===== src/rtl/dmem_arbiter_pkg.sv =====
// dmem_arbiter_pkg: shared state encodings, default widths and the lw/sw opcodes
// the wrapper decodes into cpu_rden/cpu_wren.
package dmem_arbiter_pkg;
    localparam int DEF_ADDR_W = 12;
    localparam int DEF_DATA_W = 32;
    localparam int DEF_STARVE_LIMIT = 8;
    localparam int WAIT_CNT_W = 8;
    localparam int STAT_W = 16;
    typedef logic [1:0] arb_state_t;
    localparam arb_state_t ARB_IDLE = 2'd0;
    localparam arb_state_t ARB_RD_WAIT = 2'd1;
    localparam arb_state_t ARB_FORCE = 2'd2;
    localparam logic [4:0] OP_LW = 5'b01000;
    localparam logic [4:0] OP_SW = 5'b00111;
endpackage


===== src/rtl/dmem_arbiter_starve_counter.sv =====
// arb_starve_counter: saturating up-counter with synchronous clear; at_limit flags count == MAX.
module arb_starve_counter #(
    parameter int W = 8,
    parameter int MAX = 8
) (
    input  logic         clock,
    input  logic         reset,
    input  logic         clear,
    input  logic         inc,
    output logic [W-1:0] count,
    output logic         at_limit
);
    logic [W-1:0] count_q, count_d;
    assign at_limit = count_q == W'(MAX);
    assign count = count_q;
    always_comb count_d = clear ? '0 : (inc && !at_limit) ? count_q + W'(1) : count_q;
    always_ff @(posedge clock or posedge reset)
        if (reset) count_q <= '0;
        else count_q <= count_d;
endmodule


===== src/rtl/dmem_arbiter.sv =====
// dmem_arbiter: shares the data memory between the CPU memory stage and one peripheral,
// forcing a peripheral slot after starvation. DMEM_ARB_STATS_EN adds saturating stat counters.
module dmem_arbiter
    import dmem_arbiter_pkg::*;
#(
    parameter int ADDR_W = DEF_ADDR_W,
    parameter int DATA_W = DEF_DATA_W,
    parameter int STARVE_LIMIT = DEF_STARVE_LIMIT
) (
    input  logic              clock,
    input  logic              reset,
    input  logic [ADDR_W-1:0] cpu_addr,
    input  logic [DATA_W-1:0] cpu_data,
    input  logic              cpu_wren,
    input  logic              cpu_rden,
    output logic [DATA_W-1:0] cpu_q,
    output logic              cpu_hold,
    input  logic              per_req,
    input  logic              per_we,
    input  logic [ADDR_W-1:0] per_addr,
    input  logic [DATA_W-1:0] per_wdata,
    output logic              per_gnt,
    output logic              per_rvalid,
    output logic [DATA_W-1:0] per_rdata,
    output logic [ADDR_W-1:0] mem_addr,
    output logic [DATA_W-1:0] mem_data,
    output logic              mem_wren,
`ifdef DMEM_ARB_STATS_EN
    output logic [STAT_W-1:0] stat_grants,
    output logic [STAT_W-1:0] stat_forced,
    output logic [STAT_W-1:0] stat_blocked,
`endif
    input  logic [DATA_W-1:0] mem_q
);
    arb_state_t state_q, state_d;
    logic rvalid_q, rvalid_d;
    logic [DATA_W-1:0] rdata_q, rdata_d;
    logic cpu_busy, starving, force_entry;
    logic [WAIT_CNT_W-1:0] wait_cnt;
    assign cpu_busy = cpu_wren | cpu_rden;
    assign per_gnt = per_req & (((state_q == ARB_IDLE) & !cpu_busy) | (state_q == ARB_FORCE));
    assign starving = per_req & cpu_busy & (state_q == ARB_IDLE);
    assign force_entry = starving & (wait_cnt == WAIT_CNT_W'(STARVE_LIMIT - 1));
    assign mem_addr = per_gnt ? per_addr : cpu_addr;
    assign mem_data = per_gnt ? per_wdata : cpu_data;
    assign mem_wren = per_gnt ? per_we : cpu_wren;
    assign cpu_q = mem_q;
    assign per_rvalid = rvalid_q;
    assign per_rdata = rdata_q;
    // The wait count sits at the limit exactly while in FORCE, so it doubles as the hold flop.
    arb_starve_counter #(.W(WAIT_CNT_W), .MAX(STARVE_LIMIT)) u_wait (
        .clock(clock), .reset(reset), .clear(per_gnt | !per_req), .inc(starving),
        .count(wait_cnt), .at_limit(cpu_hold)
    );
    always_comb begin
        state_d = per_gnt ? (per_we ? ARB_IDLE : ARB_RD_WAIT) : force_entry ? ARB_FORCE : ARB_IDLE;
        rvalid_d = state_q == ARB_RD_WAIT;
        rdata_d = rvalid_d ? mem_q : rdata_q;
    end
    always_ff @(posedge clock or posedge reset)
        if (reset) begin
            state_q <= ARB_IDLE;
            rvalid_q <= 1'b0;
            rdata_q <= '0;
        end else begin
            state_q <= state_d;
            rvalid_q <= rvalid_d;
            rdata_q <= rdata_d;
        end
`ifdef DMEM_ARB_STATS_EN
    logic [2:0] stat_sat;
    arb_starve_counter #(.W(STAT_W), .MAX((1 << STAT_W) - 1)) u_stat_grants (
        .clock(clock), .reset(reset), .clear(1'b0), .inc(per_gnt),
        .count(stat_grants), .at_limit(stat_sat[0])
    );
    arb_starve_counter #(.W(STAT_W), .MAX((1 << STAT_W) - 1)) u_stat_forced (
        .clock(clock), .reset(reset), .clear(1'b0), .inc(per_gnt & (state_q == ARB_FORCE)),
        .count(stat_forced), .at_limit(stat_sat[1])
    );
    arb_starve_counter #(.W(STAT_W), .MAX((1 << STAT_W) - 1)) u_stat_blocked (
        .clock(clock), .reset(reset), .clear(1'b0), .inc(per_req & !per_gnt),
        .count(stat_blocked), .at_limit(stat_sat[2])
    );
`endif
endmodule


===== config.mk =====
export PLATFORM = sky130hd
export DESIGN_NAME = dmem_arbiter
export DESIGN_NICKNAME = d
export VERILOG_FILES = /design/src/rtl/dmem_arbiter_pkg.sv /design/src/rtl/dmem_arbiter_starve_counter.sv /design/src/rtl/dmem_arbiter.sv
export SDC_FILE = /design/constraint.sdc
export NUM_CORES = 1
export LEC_CHECK = 0
export ABC_AREA = 1
export BUFFER_PORTS_ARGS = -buffer_cell sky130_fd_sc_hd__buf_2
export CAP_MARGIN = 15
export CORE_AREA = 2 2 93 95
export DETAILED_ROUTE_END_ITERATION = 6
export DIE_AREA = 0 0 95 97
export GPL_TIMING_DRIVEN = 0
export PLACE_DENSITY = 0.73
export SYNTH_ARGS = -nofsm -noshare
export SYNTH_HDL_FRONTEND = slang
export SYNTH_HIERARCHICAL = 1
export SYNTH_SLANG_ARGS = --single-unit

===== constraint.sdc =====
create_clock -name clock -period 3.2 [get_ports clock]
set_input_delay 0.32 -clock clock [delete_from_list [all_inputs] [get_ports clock]]
set_output_delay 0.32 -clock clock [all_outputs]
set_load 0.03 [all_outputs]

Word level (Yosys, flattened, before mapping)
Cells that the tools add are included.
{"block": "classes", "add_sub_neg": 1, "eq_ne": 4, "mux": 8, "n_bitwise": 8, "n_reduce_logical": 6}
{"cell": "$mux 32", "count": 1}
{"cell": "$mux 8", "count": 2}
{"cell": "$mux 12", "count": 1}
{"cell": "$add 8x1->8 const B", "count": 1}
{"cell": "$eq 8x3->1 const B", "count": 1}
{"cell": "$eq 8x4->1 const B", "count": 1}
{"cell": "$and 1x1->1", "count": 5}
{"cell": "$mux 2", "count": 2}
{"cell": "$logic_not 1->1", "count": 3}
{"cell": "$or 1x1->1", "count": 3}
{"cell": "$eq 2x1->1 const B", "count": 1}
{"cell": "$eq 2x2->1 const B", "count": 1}
{"cell": "$logic_not 2->1", "count": 1}
{"cell": "$mux 1", "count": 2}
{"cell": "$reduce_bool 2->1", "count": 1}
{"cell": "$logic_and 1x1->1", "count": 1}
{"block": "totals", "regBits": 43, "inputBits": 126, "output_inout_bits": 112, "wordCells": 31}

Depth between registers and ports, before layout
{"block": "depth", "ltp_word": 7, "ltp_mapped": 10, "depth_no_buf": 9}

By module
Netlist, hierarchy kept.
{"mod": "dmem_arbiter", "n_inst": 1, "cells_per_inst": 342, "area_each_um2": 2255.9, "seq_area_each_um2": 875.8}
{"mod": "arb_starve_counter", "n_inst": 1, "cells_per_inst": 74, "area_each_um2": 548.0, "seq_area_each_um2": 200.2}

Worst setup path before layout
OpenSTA, ideal clock, no wires.
{"block": "synth_path", "path_kind": "register to output", "from": "register state_q[1]", "to": "output mem_addr[10]", "arrival_ns": 1.209, "t_required_ns": 2.880, "path_slack_ns": 1.671, "path_stages_with_launch": 8, "path_cell_list": "dfrtp_1 -> inv_1 -> o21ai_4 -> nand2_1 -> buf_2 -> buf_6 -> nand2_1 -> nand2_1"}
{"block": "synth_between", "elab_chain_len": 5}
{"element": "from (decl)", "line_no": "dmem_arbiter.sv:35", "source": "arb_state_t state_q, state_d;"}
{"element": "from (signal assigned)", "line_no": "dmem_arbiter.sv:66", "source": "state_q <= state_d;"}
{"element": "$logic_not 2->1", "line_no": "dmem_arbiter.sv:41", "source": "assign per_gnt = per_req & (((state_q == ARB_IDLE) & !cpu_busy) | (state_q == ARB_FORCE));"}
{"element": "$and 1x1->1", "line_no": "dmem_arbiter.sv:41"}
{"element": "$or 1x1->1 *", "line_no": "dmem_arbiter.sv:41"}
{"element": "$and 1x1->1 *", "line_no": "dmem_arbiter.sv:41"}
{"element": "$mux 12 *", "line_no": "dmem_arbiter.sv:44", "source": "assign mem_addr = per_gnt ? per_addr : cpu_addr;"}
{"element": "to (decl)", "line_no": "dmem_arbiter.sv:25", "source": "output logic [ADDR_W-1:0] mem_addr,"}
Mark *: on every way between the ends. The rest lies on a longest branch, timed or not.

Worst setup path after layout
{"block": "layout_path", "from": "register state_q[1]", "to": "output mem_addr[7]"}
The elaborated chain is that of the path after synthesis.

==> flow_summary_export.csv <==
group,metric,value,unit
run_status,status,"finished, final reports clean",
place,dp_hpwl,7780,µm
timing,worst_slew_pin_slew,790,ps
pwr,p_per_area,464,mW/mm²
synth,yosys.area_share.simple,44.2,%
timing,fmax,488,MHz
synth,synth_area_per_cell,6.74,µm²
die,initial_core_util,34.5,%
clocking,cts_root_buffer,"clkbuf_8",
synth,yosys-top-cells-count,"nand2_1, nand3_1, dfrtp_1",
pwr,p_leak,2.69,nW
place,portBuffers,237,
min_path,worstHoldStart,"per_we",
synth,ys_warn_count,6,
place,placed_area,0.00415,mm²
synth,synth-xor-area-share,0.312,%
timing,setup_viol,0,
synth,syn_inst,416,
worst_setup_path,cp_max_fo,10,
worst_setup_path,crit_arrival,1730,ps
timing,fin_tns_setup,0,ps
synth,syn_nets,544,
timing,slew_viol_final,0,
finish,fill_cells,839,
min_path,hp-class,"primary input to flop",
finish,num-nets-final,790,
synth,synth_top_family_by_area,"simple AND/OR/NAND/NOR gates",
worst_setup_path,cp_slowest_cell,"dfrtp_1",
worst_setup_path,r2r-end,"u_wait/count[6]$_DFFE_PP0P_",
synth,yosysSeqAreaShare,38.4,%
clocking,cts_resized,0,
die,die_x,95,µm
global_route,grt_antenna_before_repair,0,
global_route,grt_max_degree,21,
finish,antenna_cells,0,
detailed_routing,drtAntennaViolNets,0,
clocking,cts_tree,"done",
worst_setup_path,cpMostUsedCell,"nand2_1",
worst_setup_path,crit_required,2880,ps
global_route,grtUsageTotal,19.3,%
synth,yosys-top-cells-area,"dfrtp_1, nand2_1, nand3_1",
clocking,cts.reportedPaths.clkPinSlew,80,ps
synth,synth-edff-count,0,
detailed_routing,wl_per_cell,12.3,µm
die,die-area,0.00922,mm²
finish,final_area,0.00430,mm²
clocking,htreeDepth,2,
worst_setup_path,startpoint,"state_q[1]$_DFF_PP0_",
clocking,clock_latency,290,ps
detailed_routing,via_count,3425,
synth,synthesis.area,0.00280,mm²
finish,area_growth,53.2,%
clocking,cts_buffers,5,
synth,synth_seq_cells,43,
min_path,holdPathStages,2,
worst_setup_path,criticalPathCategory,"flop to output pin",
timing,slew_headroom,47.3,%
die,ios,238,
synth,synth.top_cell.area_share,38.4,%
synth,yosysMostFrequentCell,"nand2_1",
synth,yosys.area.top_type,"dfrtp_1",
worst_setup_path,crit_chain,"inv_1 > o21ai_4 > nand2_1 > buf_2 > buf_6 > nand2_1 > nand2_1 > buf_2",
synth,synth-compound-area-share,1.29,%
die,die_h,97,µm
global_route,grt_pass1_vias,3032,
worst_setup_path,start_kind,"flop",
synth,synthDistinctLibCells,19,
global_route,gr-total-overflow,0,
run,maxCapViolCount,0,
global_route,grt_pass1_wl,14400,µm
detailed_routing,drt-total-wl,9470,µm
timing,period_minus_slack,2050,ps
place,gp_congestion,0.856,
worst_setup_path,cp-end-kind,"output pin",
detailed_routing,drtPass1Iterations,4,
synth,synthFlopType,"dfrtp_1",
synth,synth_async_sr_flop_share,100,%
synth,synthMuxAreaShare,0,%
worst_setup_path,max_stage_delay,380,ps
die,core_area,0.00813,mm²
synth,synth_fa_ha_area_share,0.892,%
detailed_routing,drc_errors,0,
detailed_routing,viasPerCell,4.46,
clocking,cts_hold_buf,1,
timing,hold_viol,0,
clocking,post-cts-setup-buffers,0,
min_path,worstHoldEndpoint,"state_q[0]$_DFF_PP0_",
pwr,peakVddDrop,303,µV
finish,drive_above_1_share,44.8,%
timing,fin_crit_sh,64.1,%
die,placementRows,33,
detailed_routing,drtIter0Drc,135,
timing,rsz0062_at_grt,"false",
timing,clock-skew-final,3.73,ps
worst_setup_path,r2r_cells,4,
clocking,clock-sinks,43,
clocking,clockBufferDepth,2,
worst_setup_path,reg2reg_slack,1560,ps
worst_setup_path,r2r-start,"state_q[0]$_DFF_PP0_",
[cells by family after synthesis]
group | Yosys count
simple gates | 297
buf+inv | 69
flops | 43
compound gates | 4
fa+ha+maj | 2
xor+xnor | 1
[report_power, final]
group | leakage [nW] | switching [mW] | internal [mW]
Sequential | 0.541 | 0.0464 | 0.635
Combinational | 2.08 | 0.551 | 0.262
Clock | 0.0644 | 0.188 | 0.311
[layout make-up]
type                            instances  area [µm²]  area share (%)
Sequential cell                        43        1080            25.1
Clock inverter                          3        67.6            1.57
Clock buffer                            5        68.8            1.60
Tap cell                              105         131            3.06
Buffer                                 53         358            8.33
Timing Repair Buffer                  239        1220            28.5
Inverter                               16        60.1            1.40
Multi-Input combinational cell        304        1310            30.5
[layer usage]
layer	track usage (%)	up-vias	share of wire, %
li1	-	1742	-
met2	34.3	134	52
met5	0	-	0
met4	3.57	0	1.5
met3	3.66	14	7.2
met1	24.3	1535	40
[worst max-delay path by stage]
stage	to	slack (ps)
6_report	mem_addr[7]	1150
5_1_grt	mem_data[16]	1000
4_1_cts	mem_addr[3]	1120
3_5_place_dp	mem_addr[7]	1360
3_3_place_gp	mem_addr[7]	1390
2_1_floorplan	mem_addr[10]	1670
[sequential cells by signal (all words and copies together), names as in the netlist]
register      cells
state_q           2
per_rdata        32
per_rvalid        1
u_wait/count      8
[cells in the final DEF (no fill, tap or decap), drive strengths merged]
| cell | Yosys | routed |
|---|---|---|
| dfrtp | 43 | 43 |
| o21bai | 2 | 2 |
| and2 | 1 | 1 |
| bufinv | 0 | 2 |
| xor2 | 1 | 1 |
| ha | 2 | 2 |
| inv | 16 | 16 |
| nand3 | 54 | 54 |
| nand2 | 219 | 219 |
| nand4 | 4 | 4 |
| buf | 46 | 284 |
| nor2 | 19 | 19 |
| clkbuf | 7 | 12 |
| clkinvlp | 0 | 1 |
| dlygate4sd3 | 0 | 1 |
| o21ai | 2 | 2 |
[stage by stage]
| stage | setup slack, ps | hold WS, ps | utilization (%) | power (mW) | std cells |
|---|---|---|---|---|---|
| final | 1150 | 202 | 52.8 | 1.99 | 768 |
| after global routing | 997 | 189 | 52.8 | 2.11 | 768 |
| after CTS | 1120 | 191 | 52.8 | 2.02 | 768 |
| after detailed placement | 1360 | 299 | 51.0 | 1.51 | 759 |
| after global placement | 1390 | 292 | 50.7 | 1.49 | 758 |
| after floorplan | 1670 | 136 | - | 1.22 | 416 |
[critical path, delay by kind of cell (launching register included)]
kind | cells | cell delay [ps]
compound gates | 1 | 110
flops | 1 | 380
buf+inv | 4 | 720
simple gates | 3 | 240
No activity file was read; power rests on OpenSTA's default activity.
